===== src/rtl/divn_serial.sv =====
// Serial divisibility checker: computes inp mod DIVISOR one bit per clock,
// MSB first, with a one-cycle done pulse and held result registers.
module divn_serial #(
  parameter int WIDTH   = 16,
  parameter int DIVISOR = 11,
  parameter int RW      = $clog2(DIVISOR)
) (
  input  logic             clk,
  input  logic             rst,
  input  logic             start,
  input  logic [WIDTH-1:0] inp,
  output logic             busy,
  output logic             done,
  output logic [RW-1:0]    remainder,
  output logic             divisible
);

  localparam int CW = (WIDTH > 1) ? $clog2(WIDTH) : 1;
  localparam logic [RW:0] DIV = (RW+1)'(DIVISOR);

  localparam logic [0:0] IDLE = 1'b0;
  localparam logic [0:0] RUN  = 1'b1;

  logic [0:0]       state;
  logic [WIDTH-1:0] shreg;
  logic [RW-1:0]    r;
  logic [CW-1:0]    cnt;
  logic [RW:0]      t;
  logic [RW-1:0]    r_next;
  logic             last;

  // r < DIVISOR keeps t < 2*DIVISOR, so one conditional subtract suffices
  always_comb begin
    t      = {r, shreg[WIDTH-1]};
    r_next = (t >= DIV) ? RW'(t - DIV) : RW'(t);
    last   = (cnt == CW'(WIDTH-1));
  end

  assign busy = (state == RUN);

  always_ff @(posedge clk or posedge rst) begin
    if (rst) begin
      state     <= IDLE;
      shreg     <= '0;
      r         <= '0;
      cnt       <= '0;
      done      <= 1'b0;
      remainder <= '0;
      divisible <= 1'b0;
    end else begin
      done <= 1'b0;
      unique case (state)
        IDLE: begin
          if (start) begin
            shreg <= inp;
            r     <= '0;
            cnt   <= '0;
            state <= RUN;
          end
        end
        RUN: begin
          r     <= r_next;
          shreg <= shreg << 1;
          cnt   <= cnt + 1'b1;
          if (last) begin
            remainder <= r_next;
            divisible <= (r_next == '0);
            done      <= 1'b1;
            state     <= IDLE;
          end
        end
        default: state <= IDLE;
      endcase
    end
  end

endmodule


===== config.mk =====
export PLATFORM = sky130hd
export DESIGN_NAME = divn_serial
export DESIGN_NICKNAME = d
export VERILOG_FILES = /design/src/rtl/divn_serial.sv
export SDC_FILE = /design/constraint.sdc
export NUM_CORES = 1
export LEC_CHECK = 0
export CAP_MARGIN = 20
export CORE_UTILIZATION = 25
export DETAILED_ROUTE_END_ITERATION = 6
export HOLD_SLACK_MARGIN = 0.15
export SLEW_MARGIN = 20
export SYNTH_ARGS = -nofsm -noshare
export SYNTH_HDL_FRONTEND = slang
export SYNTH_SLANG_ARGS = --single-unit
export TNS_END_PERCENT = 5

===== constraint.sdc =====
create_clock -name clk -period 1.45 [get_ports clk]
set_clock_uncertainty 0.15 [all_clocks]
set_input_delay 0.145 -clock clk [delete_from_list [all_inputs] [get_ports clk]]
set_output_delay 0.145 -clock clk [all_outputs]
set_load 0.02 [all_outputs]

==> run summary <==
residual DRC count: 0
fmax: 660 MHz
Syn Nets: 174
Distinct cells, synth: 32
switching share of power: 0.382
Hold Violations, Final: 0
Non-Filler Instances: 266
vias post-DR: 1,224
PortBufs: 25
clock share of power: 0.155
combinational share of power: 0.472
Post-synth EDFFs: 0
Synth warnings: 0
reg2reg setup slack: -0.07 ns
mean post-synth cell area: 10.1 um2
# setup viols final: 4
Area Overhead vs Synth: 36.1%
die height: 80.5 um
NetSw: 1.51 mW
failing checks: negative setup slack
clk_lat worst skew: 0.28 ns
register area: 777 um2
hold wc startpoint: divisible
Multi-input gate area: 729 um2
commonest non-fill, non-tap cells in the layout: dfrtp_1, nand2_1, mux2i_1
power consumption: 3.97 mW
Slowest-stage cell, CP: dfrtp_2
Starting Density: 0.260
clk buf depth: 2
hold crit path type: reg -> reg
WHS Path Cells: 2
initial antenna violation count: 0
postcts setup bufs: 0
Rel. slew slack: 0.780
vias in the first global route: 1,212
H-tree levels: 2
Worst Path Max Fanout: 4
WP buf/inv: 0
worst slew pin tran: 0.329 ns
Root Driver: clkbuf_8
Critical Path End Type: register
wire per inst: 12.2 um
NumNets Final: 213
critical path arrival: 1.53 ns
pre-CTS WS: -0.0651 ns
Cells after Synth: 153
fillers: 607
Synth Cell Area: 1540 um2
RR Endpoint: divisible
GR Overflow Total: 0
CP startpoint kind: register
synthesized flop and latch total: 31
CTS tree: built
crit path kind: reg -> reg
total track usage: 0.117
R2R depth: 5
FP Rows: 28
via/cell ratio: 4.60
Antenna Diode Count: 0
Core Util, Final: 0.354
DR pass1 iterations: 4
first-pass GRT wire length: 5.71 mm
Post-synth ARST share: 1.00
internal power: 2.45 mW
clock-pin slew on the worst setup and hold paths: 0.06 ns
WHS Endpoint: divisible
GP Congestion: 0.787
Reg-to-Reg Start: r[0]
layout cells sized above 1: 0.178
final period utilization: 1.05
RSZ-0062 raised after global routing: yes
Top Ports: 26
status: complete, but fails checks
largest net degree at the start of global routing: 34
CTS Buf Count: 5
die area: 6480 um2
crit-path max cell delay: 0.42 ns
Seq/Total Area, Yosys: 0.504
post-route setup slack: -0.0653 ns
WHS: 0.324 ns
main flop type after synthesis: dfrtp_1
CP required: 1.46 ns
Power Dens Cells: 1890 nW/um2
Clock Sinks: 31
routed wire length: 3.25 mm
MaxCap Viol Count: 0
post-route ant nets: 0
Slew Viols, Final: 0
Die Wd: 80.5 um
Post-Place Cells: 259
Max VDD drop: 0.000643 V
fin crit period: 1.52 ns
First DRT Iteration DRCs: 40
worst-path cell chain: ha_4 -> or2_4 -> nand2b_4 -> a32oi_2 -> o31ai_1
crit-path leading delay family: flip-flops
sequential fraction of design power: 0.373
total core area: 5920 um2
commonest non-fill, non-tap cell in the layout: dfrtp_1
LEAKAGE: 0.955 nW
HPWL Detailed: 2.16 mm
[layer usage]
| metal | up-vias | share of wire | global-route usage |
|---|---|---|---|
| li1 | 608 | - | - |
| met1 | 583 | 0.45 | 0.147 |
| met2 | 29 | 0.48 | 0.180 |
| met3 | 4 | 0.053 | 0.0523 |
| met4 | 0 | 0.0071 | 0.0339 |
| met5 | - | 0 | 0 |
[kinds of logic (layout without fill, tap and decap cells)]
logic type,count (synthesis),count (layout),share of synthesized area
compound gates,40,40,0.145
mux,21,21,0.141
simple gates,43,43,0.138
fa+ha+maj,2,2,0.0162
flops,31,31,0.504
buf+inv,15,53,0.0512
xor+xnor,1,1,0.00569
[cells in the mapped netlist (3+ instances only)]
cell type	instances	area, um2
mux2i_1	19	190
nor2_1	5	18.8
o21ai_1	5	25.0
inv_1	6	22.5
a21oi_1	8	40.0
nor3_1	3	15.0
a31oi_1	3	18.8
nand2b_1	4	25.0
o21ai_0	18	90.1
dfrtp_1	31	776
nand2_1	23	86.3
buf_2	3	15.0
clkbuf_1	3	11.3
[final cells by class]
type / instances / share of cell area
Sequential cell: 31 / 0.371
Tap cell: 75 / 0.0447
Clock buffer: 6 / 0.0346
Multi-Input combinational cell: 107 / 0.348
Inverter: 6 / 0.0107
Timing Repair Buffer: 41 / 0.192
[worst reg2reg max path, stage by stage (launching register included)]
cell      delay, ns
dfrtp_2        0.42
ha_4           0.18
or2_4          0.24
nand2b_4       0.14
a32oi_2        0.18
o31ai_1        0.09
[registers in the layout, indices dropped and copies added, names as in the netlist]
register and count:
done 1, shreg 16, remainder 4, r 4, divisible 1, cnt 4
busy 1
[metrics by stage]
step                area [um2]  setup TNS (ns)
finish                    2100          -0.138
global route              2100          -0.391
CTS                       2070          -0.152
detailed placement        1990          -0.197
global placement          1990         -0.0368
floorplan                 1550         -0.0846
[worst max-delay path by stage]
stage,start,cells past startpoint,endpoint,slack (ns)
finish,r[0],5,divisible,-0.07
global route,shreg[15],5,r[0],-0.11
CTS,r[0],5,r[0],-0.06
detailed placement,r[0],4,remainder[1],-0.07
global placement,r[0],4,remainder[1],-0.03
floorplan,r[0],4,remainder[1],-0.04
[repair_timing]
| action | in CTS | in global routing |
|---|---|---|
| gates resized for setup | 9 | 6 |
| endpoints found under the setup margin | 13 | 7 |
| pin swaps | 0 | 4 |
| endpoints found under the hold margin | 31 | 0 |
| hold buffers | 1 | 0 |
[power by group through the flow]
stage / registers, mW / clock network (mW) / logic [mW]
3_5_place_dp: 1.48 / 0 / 1.84
2_1_floorplan: 1.54 / 0 / 1.14
5_1_grt: 1.53 / 0.687 / 2.11
3_3_place_gp: 1.47 / 0 / 1.81
6_report: 1.48 / 0.616 / 1.87
4_1_cts: 1.48 / 0.658 / 1.81
Power figures use the tool's default switching activity.
